--- config.mk ---
export PLATFORM = sky130hd
export DESIGN_NAME = port_alloc_sched
export DESIGN_NICKNAME = d
export VERILOG_FILES = /design/src/rtl/port_alloc_sched_pkg.sv /design/src/rtl/port_alloc_sched_alloc_stage.sv /design/src/rtl/port_alloc_sched.sv
export SDC_FILE = /design/constraint.sdc
export NUM_CORES = 1
export LEC_CHECK = 0
export CAP_MARGIN = 20
export CORE_MARGIN = 4
export CORE_UTILIZATION = 30
export CTS_CLUSTER_DIAMETER = 150
export DETAILED_ROUTE_END_ITERATION = 7
export GPL_TIMING_DRIVEN = 0
export HOLD_SLACK_MARGIN = 0.08
export PLACE_DENSITY_LB_ADDON = 0.05
export SLEW_MARGIN = 10
export SYNTH_ARGS = -nofsm -noshare
export SYNTH_HDL_FRONTEND = slang
export SYNTH_SLANG_ARGS = --single-unit
--- constraint.sdc ---
create_clock -name clk -period 10.1 [get_ports clk]
set_input_delay 3.03 -clock clk [delete_from_list [all_inputs] [get_ports clk]]
set_output_delay 3.03 -clock clk [all_outputs]
set_load 0.01 [all_outputs]
--- src/rtl/port_alloc_sched_pkg.sv ---
// Shared constants for the port allocator: default port count,
// starvation counter width and default starvation threshold.
package port_alloc_sched_pkg;

    localparam int PAS_NUM_PORT  = 4;
    localparam int PAS_CNT_W     = 3;
    localparam int PAS_STARVE_TH = 4;

    localparam logic [PAS_CNT_W-1:0] PAS_CNT_MAX = '1;

endpackage

--- src/rtl/port_alloc_sched_alloc_stage.sv ---
// One link of the allocation chain: picks the lowest free productive
// port, else the lowest free port, and passes the remaining ports on.
module alloc_stage
    import port_alloc_sched_pkg::*;
#(
    parameter int N = PAS_NUM_PORT
) (
    input  logic [N-1:0] avail_in,
    input  logic         valid,
    input  logic [N-1:0] ppv,
    output logic [N-1:0] grant,
    output logic [N-1:0] avail_out,
    output logic         deflect
);

    logic [N-1:0] prod;
    logic [N-1:0] cand;
    logic         miss;

    always_comb begin
        prod      = ppv & avail_in;
        miss      = (ppv != '0) && (prod == '0);
        cand      = ((ppv == '0) || miss) ? avail_in : prod;
        // isolate lowest set bit of the candidate set
        grant     = valid ? (cand & (~cand + N'(1))) : '0;
        avail_out = avail_in & ~grant;
        deflect   = valid & miss;
    end

endmodule

--- src/rtl/port_alloc_sched.sv ---
// Single-cycle bufferless output-port allocator with round-robin priority.
// Define PORT_ALLOC_STARVE_EN to add per-input starvation counters / golden input.
module port_alloc_sched
    import port_alloc_sched_pkg::*;
#(
    parameter int NUM_PORT  = PAS_NUM_PORT,
    parameter int STARVE_TH = PAS_STARVE_TH
) (
    input  logic                         clk,
    input  logic                         reset,
    input  logic [NUM_PORT-1:0]          in_valid,
    input  logic [NUM_PORT*NUM_PORT-1:0] in_ppv,
    output logic [NUM_PORT-1:0]          out_valid,
    output logic [NUM_PORT*NUM_PORT-1:0] out_grant,
    output logic [NUM_PORT-1:0]          out_deflect,
    output logic [NUM_PORT-1:0]          out_golden
);

    localparam int IW = (NUM_PORT > 1) ? $clog2(NUM_PORT) : 1;
    localparam logic [IW-1:0] LAST = IW'(NUM_PORT - 1);

    localparam bit STARVE_ON =
`ifdef PORT_ALLOC_STARVE_EN
        (STARVE_TH >= 1) && (STARVE_TH <= 7);
`else
        1'b0 && (STARVE_TH >= 1);
`endif

    logic [IW-1:0]                rr_q, rr_d;
    logic                         gold_vld;
    logic [IW-1:0]                gold_idx;
    logic [IW-1:0]                ord [NUM_PORT];
    logic [NUM_PORT-1:0]          avail [NUM_PORT];
    logic [NUM_PORT-1:0]          avail_unused;
    logic [NUM_PORT-1:0]          s_valid;
    logic [NUM_PORT-1:0]          s_defl;
    logic [NUM_PORT-1:0]          s_ppv [NUM_PORT];
    logic [NUM_PORT-1:0]          s_grant [NUM_PORT];
    logic [NUM_PORT*NUM_PORT-1:0] grant_c;
    logic [NUM_PORT-1:0]          defl_c;
    logic [NUM_PORT-1:0]          gold_c;

    logic [NUM_PORT-1:0]          out_valid_q;
    logic [NUM_PORT*NUM_PORT-1:0] out_grant_q;
    logic [NUM_PORT-1:0]          out_deflect_q;
    logic [NUM_PORT-1:0]          out_golden_q;

    // visit order: golden first, then round-robin from rr_q skipping golden
    always_comb begin
        logic [IW:0]   n;
        logic [IW-1:0] p;
        n = '0;
        p = rr_q;
        for (int k = 0; k < NUM_PORT; k++) begin
            ord[k] = '0;
        end
        if (gold_vld) begin
            ord[0] = gold_idx;
            n      = (IW+1)'(1);
        end
        for (int k = 0; k < NUM_PORT; k++) begin
            if (!(gold_vld && (p == gold_idx))) begin
                ord[n[IW-1:0]] = p;
                n              = n + 1'b1;
            end
            p = (p == LAST) ? '0 : p + 1'b1;
        end
    end

    assign avail[0] = '1;

    for (genvar k = 0; k < NUM_PORT; k++) begin : g_stage
        logic [NUM_PORT-1:0] a_out;

        assign s_valid[k] = in_valid[ord[k]];
        assign s_ppv[k]   = in_ppv[ord[k]*NUM_PORT +: NUM_PORT];

        alloc_stage #(
            .N (NUM_PORT)
        ) u_alloc (
            .avail_in  (avail[k]),
            .valid     (s_valid[k]),
            .ppv       (s_ppv[k]),
            .grant     (s_grant[k]),
            .avail_out (a_out),
            .deflect   (s_defl[k])
        );

        if (k < NUM_PORT - 1) begin : g_link
            assign avail[k+1] = a_out;
        end else begin : g_tail
            assign avail_unused = a_out;
        end
    end

    always_comb begin
        grant_c = '0;
        defl_c  = '0;
        gold_c  = '0;
        for (int k = 0; k < NUM_PORT; k++) begin
            grant_c[ord[k]*NUM_PORT +: NUM_PORT] = s_grant[k];
            defl_c[ord[k]]                       = s_defl[k];
        end
        if (gold_vld) begin
            gold_c[gold_idx] = 1'b1;
        end
    end

`ifdef PORT_ALLOC_STARVE_EN
    localparam logic [PAS_CNT_W-1:0] STARVE_THR = PAS_CNT_W'(STARVE_TH);

    logic [PAS_CNT_W-1:0] cnt_q [NUM_PORT];
    logic [PAS_CNT_W-1:0] cnt_d [NUM_PORT];

    always_comb begin
        gold_vld = 1'b0;
        gold_idx = '0;
        for (int i = NUM_PORT - 1; i >= 0; i--) begin
            if (in_valid[i] && (cnt_q[i] >= STARVE_THR)) begin
                gold_vld = STARVE_ON;
                gold_idx = IW'(i);
            end
        end
    end

    always_comb begin
        for (int i = 0; i < NUM_PORT; i++) begin
            cnt_d[i] = cnt_q[i];
            if (in_valid[i]) begin
                if (!defl_c[i]) begin
                    cnt_d[i] = '0;
                end else if (cnt_q[i] != PAS_CNT_MAX) begin
                    cnt_d[i] = cnt_q[i] + 1'b1;
                end
            end
        end
    end

    always_ff @(posedge clk or negedge reset) begin
        if (!reset) begin
            for (int i = 0; i < NUM_PORT; i++) begin
                cnt_q[i] <= '0;
            end
        end else begin
            for (int i = 0; i < NUM_PORT; i++) begin
                cnt_q[i] <= cnt_d[i];
            end
        end
    end
`else
    assign gold_vld = STARVE_ON;
    assign gold_idx = '0;
`endif

    always_comb begin
        rr_d = rr_q;
        if (|in_valid) begin
            rr_d = (rr_q == LAST) ? '0 : rr_q + 1'b1;
        end
    end

    always_ff @(posedge clk or negedge reset) begin
        if (!reset) begin
            rr_q          <= '0;
            out_valid_q   <= '0;
            out_grant_q   <= '0;
            out_deflect_q <= '0;
            out_golden_q  <= '0;
        end else begin
            rr_q          <= rr_d;
            out_valid_q   <= in_valid;
            out_grant_q   <= grant_c;
            out_deflect_q <= defl_c;
            out_golden_q  <= gold_c;
        end
    end

    assign out_valid   = out_valid_q;
    assign out_grant   = out_grant_q;
    assign out_deflect = out_deflect_q;
    assign out_golden  = out_golden_q;

endmodule

==> results_tabular.tex <==
\begin{tabular}{lr}
\hline
Metric & Value \\
\hline
\multicolumn{2}{l}{\textbf{Status}} \\
Result of the run & finished clean \\
\multicolumn{2}{l}{\textbf{Floorplan}} \\
Core area & between 9000 and 10000 um2 \\
Floorplan die area & 11600 um2 \\
Top-level I/O count & 50 \\
Chip height & $\sim$110 um \\
Number of rows in the core area & 36 \\
Die X-Extent & 108 um \\
Initial core utilization & between 30\% and 40\% \\
\multicolumn{2}{l}{\textbf{Drt}} \\
Drt total wl & between 10 and 15 mm \\
Antenna Nets Post-Route & 0 \\
DR vias & between 3000 and 4000 \\
Iteration-0 DRC count of the detailed router & 231 \\
DRC violations left & 0 \\
First drt pass iteration count & 5 \\
Average detailed-routed wire length per instance & 20.5 um \\
Vias per cell & 5.89 \\
\multicolumn{2}{l}{\textbf{Yosys}} \\
Sequential fraction of the synthesis area & 21.9\% \\
Number of distinct library cells after synthesis & just under 80 \\
Count of mapped cells out of synthesis & between 300 and 400 \\
Number of synthesized flops with an enable pin & 0 \\
Dominant synthesized flop cell & sky130\_fd\_sc\_hd\_\_dfrtp\_1 \\
Proportion of register bits with asynchronous set or reset after synthesis & 100\% \\
Ys Warns & 0 \\
Average cell area after synthesis & 8.73 um2 \\
Register bit count reported by yosys & 26 \\
Summed instance area of the synthesized netlist & 2980 um2 \\
\multicolumn{2}{l}{\textbf{Cells and area}} \\
Multi-input logic area & 2190 um2 \\
Area added between synthesis and finish & 22.8\% \\
Finished Core Util & between 30\% and 40\% \\
Sequential cell area in the final layout & roughly 650 um2 \\
Final net count & 424 \\
Number of diodes added for antenna fixing & 0 \\
Share of layout cells above drive strength 1 & between 10\% and 20\% \\
Count of filler cells inserted in the layout & around 1100 \\
\multicolumn{2}{l}{\textbf{Placement}} \\
Placed wire-length estimate & between 8 and 9 mm \\
Worst slack at placement & between 3 and 4 ns \\
Routability congestion estimate from global placement & $\sim$0.89 \\
PortBufs & 45 \\
\multicolumn{2}{l}{\textbf{Critical path}} \\
Data arrival time at the worst-slack endpoint & 6.89 ns \\
Reg-to-Reg End & out\_grant[3] \\
Worst reg2reg setup slack & roughly 4.8 ns \\
Class of the most critical setup path & input pin to flip-flop \\
CP Capture Type & flip-flop \\
Series of cell instances along the critical path & clkdlybuf4s50\_1 -> mux4\_2 -> nor3b\_1 -> and2\_1 -> clkbuf\_1 -> o221ai\_1 -> nand2\_1 -> maj3\_1 -> a21boi\_0 -> a22oi\_2 -> o32ai\_1 \\
Delay contributed by the slowest stage of the critical path & around 0.56 ns \\
Critical path peak fanout & 10 \\
CP top delay family & compound AO/OA/AOI/OAI gates \\
Type of origin of the critical path & input pin \\
Critical-path cell with the highest stage delay & sky130\_fd\_sc\_hd\_\_mux4\_2 \\
Buffers plus inverters on the worst setup path & 2 \\
Required arrival time at the worst endpoint & just over 10 ns \\
Path depth of the worst reg2reg path & 14 \\
Startpoint of the worst-slack reg-to-reg timing path & rr\_q[0] \\
\multicolumn{2}{l}{\textbf{CTS}} \\
Clock slew at reported path FFs & between 0.1 and 0.15 ns \\
Number of CTS-inserted buffers & 3 \\
CTS tree & built \\
CTS root buf & sky130\_fd\_sc\_hd\_\_clkbuf\_8 \\
Setup bufs post-CTS & 0 \\
Number of resized instances in the post-cts repair step & 0 \\
Clock network latency to the later pin of the worst-skew pair & 0.28 ns \\
H-tree depth & 1 \\
Clock buffer depth & 2 \\
Number of clock sinks & 26 \\
Count of hold-fix buffers inserted at cts & 0 \\
\multicolumn{2}{l}{\textbf{Timing}} \\
Number of setup violations in the final report & 0 \\
Clk\_skew & 0.0174 ns \\
Number of max-slew violations in the final report & 0 \\
Period utilization & around 67\% \\
Unrepaired setup endpoints after global routing & false \\
Final Hold Viols & 0 \\
Fmax achieved & $\sim$150 MHz \\
Worst Hold Slack & $\sim$0.86 ns \\
Least-Margin Pin Slew & $\sim$0.92 ns \\
Final period demand of the worst path & slightly below 7 ns \\
Fin worst setup slack & 3.37 ns \\
Setup TNS Final & 0 ns \\
Relative max-transition margin & 38.1\% \\
\multicolumn{2}{l}{\textbf{Global route}} \\
Pin count of the biggest net entering global routing & 27 \\
Final global-route overflow total & 0 \\
Vias in the first global route & about 3000 \\
All-layer global routing usage & 18.8\% \\
Initial antenna violation count & 0 \\
Wire length of the first global-routing pass & between 15 and 20 mm \\
\multicolumn{2}{l}{\textbf{Hold path}} \\
Worst hold path endpoint & rr\_q[1] \\
Cell count of the worst hold path & 3 \\
HP Start & rr\_q[1] \\
Path type of the worst min-delay path & flip-flop to flip-flop \\
\multicolumn{2}{l}{\textbf{Run}} \\
Reported max-cap violation count & 0 \\
\hline
\end{tabular}
[worst min-delay path: cells and delay by family (launching register included)]
kind / cells / cell delay (ns)
and+or+nand+nor: 1 / 0.07
AOI/OAI and AO/OA: 1 / 0.07
buffers and inverters: 1 / 0.22
DFF: 1 / 0.47
[per-stage QoR]
stage	cell area, um2	cells
final	3650	526
after global routing	3650	526
after CTS	3650	526
after detailed placement	3600	522
after global placement	3600	522
after floorplan	2990	344
[synth_stat cells (2+ instances only)]
| library cell | instances | area share, % |
|---|---|---|
| sky130_fd_sc_hd__a2111oi_2 | 2 | 1.0 |
| sky130_fd_sc_hd__a211oi_1 | 7 | 1.8 |
| sky130_fd_sc_hd__a21o_1 | 2 | 0.50 |
| sky130_fd_sc_hd__a21oi_1 | 25 | 4.2 |
| sky130_fd_sc_hd__a221oi_1 | 5 | 1.5 |
| sky130_fd_sc_hd__a22oi_1 | 9 | 2.3 |
| sky130_fd_sc_hd__a31oi_1 | 2 | 0.42 |
| sky130_fd_sc_hd__and2_1 | 2 | 0.42 |
| sky130_fd_sc_hd__and3b_1 | 2 | 0.59 |
| sky130_fd_sc_hd__buf_2 | 2 | 0.34 |
| sky130_fd_sc_hd__buf_4 | 4 | 1.0 |
| sky130_fd_sc_hd__buf_6 | 2 | 0.76 |
| sky130_fd_sc_hd__clkbuf_1 | 15 | 1.9 |
| sky130_fd_sc_hd__dfrtp_1 | 26 | 22 |
| sky130_fd_sc_hd__ha_1 | 8 | 3.4 |
| sky130_fd_sc_hd__inv_1 | 4 | 0.50 |
| sky130_fd_sc_hd__mux2i_1 | 10 | 3.4 |
| sky130_fd_sc_hd__mux4_2 | 15 | 11 |
| sky130_fd_sc_hd__nand2_1 | 29 | 3.7 |
| sky130_fd_sc_hd__nand3_1 | 18 | 3.0 |
| sky130_fd_sc_hd__nand3b_1 | 2 | 0.50 |
| sky130_fd_sc_hd__nand4_1 | 3 | 0.63 |
| sky130_fd_sc_hd__nor2_1 | 29 | 3.7 |
| sky130_fd_sc_hd__nor2b_1 | 11 | 2.3 |
| sky130_fd_sc_hd__nor3_1 | 7 | 1.2 |
| sky130_fd_sc_hd__nor3b_1 | 2 | 0.50 |
| sky130_fd_sc_hd__nor4_1 | 12 | 2.5 |
| sky130_fd_sc_hd__nor4b_1 | 2 | 0.59 |
| sky130_fd_sc_hd__o2111a_1 | 2 | 0.76 |
| sky130_fd_sc_hd__o211ai_1 | 2 | 0.50 |
| sky130_fd_sc_hd__o211ai_2 | 2 | 0.84 |
| sky130_fd_sc_hd__o21ai_0 | 4 | 0.67 |
| sky130_fd_sc_hd__o21bai_1 | 11 | 2.8 |
| sky130_fd_sc_hd__o221ai_1 | 5 | 1.5 |
| sky130_fd_sc_hd__o31ai_1 | 8 | 2.0 |
| sky130_fd_sc_hd__o32ai_1 | 6 | 1.8 |
| sky130_fd_sc_hd__or3_1 | 3 | 0.63 |
| sky130_fd_sc_hd__or4_1 | 2 | 0.50 |
[cell type report]
cell class	count	area share [%]
multi-input cells	289	60.0
flip-flops and latches	26	17.8
repair buffers	45	12.2
well taps	133	4.55
plain buffers	24	3.39
clock buffers	4	1.51
inverters	5	0.514
[flip-flops by register name (all words and copies together), names as in the netlist]
register     cells
out_deflect      4
rr_q             2
out_valid        4
out_grant       16
[placed cells by master (no fill, tap or decap), drive strengths merged, types with 3 or more instances in the layout]
| cell type | count |
|---|---|
| dfrtp | 26 |
| nor4 | 12 |
| a221oi | 5 |
| a211oi | 7 |
| a22oi | 10 |
| clkdlybuf4s50 | 44 |
| and2 | 3 |
| o21bai | 11 |
| a21oi | 26 |
| mux4 | 15 |
| ha | 8 |
| nor3 | 9 |
| mux2i | 10 |
| nand3 | 19 |
| conb | 4 |
| nor2b | 11 |
| clkbuf | 20 |
| o31ai | 9 |
| nor2 | 30 |
| buf | 9 |
| o21ai | 5 |
| nand2 | 29 |
| a31oi | 3 |
| o211ai | 4 |
| o32ai | 6 |
| o221ai | 5 |
| inv | 4 |
| or3 | 4 |
| nand4 | 3 |
[how the worst max path moves through the flow]
| stage | start | end | slack [ns] | depth (start not counted) |
|---|---|---|---|---|
| floorplan | in_ppv[13] | out_grant[0] | 4.13 | 10 |
| global placement | in_ppv[13] | out_deflect[0] | 3.08 | 11 |
| detailed placement | in_ppv[9] | out_deflect[2] | 3.07 | 11 |
| CTS | in_ppv[9] | out_deflect[2] | 3.36 | 11 |
| global route | in_ppv[14] | out_deflect[2] | 3.04 | 11 |
| finish | in_ppv[13] | out_grant[3] | 3.37 | 11 |
[kinds of logic after synthesis]
kind of cell	Yosys count	synth area share, %
flops	26	21.9
mux	27	15.5
other cells	1	0.126
simple gates	139	25.7
compound gates	110	28.3
fa+ha+maj	9	3.70
buf+inv	29	4.79
[layer usage]
layer / global-route usage [%] / wire length, um
met1: 25.0 / 4750
met2: 31.6 / 5000
met3: 2.28 / 684
met4: 5.95 / 320
met5: 0 / 0
Power is not shown: default switching activity piles up to over one toggle a cycle in this logic, so the estimate is an artifact.
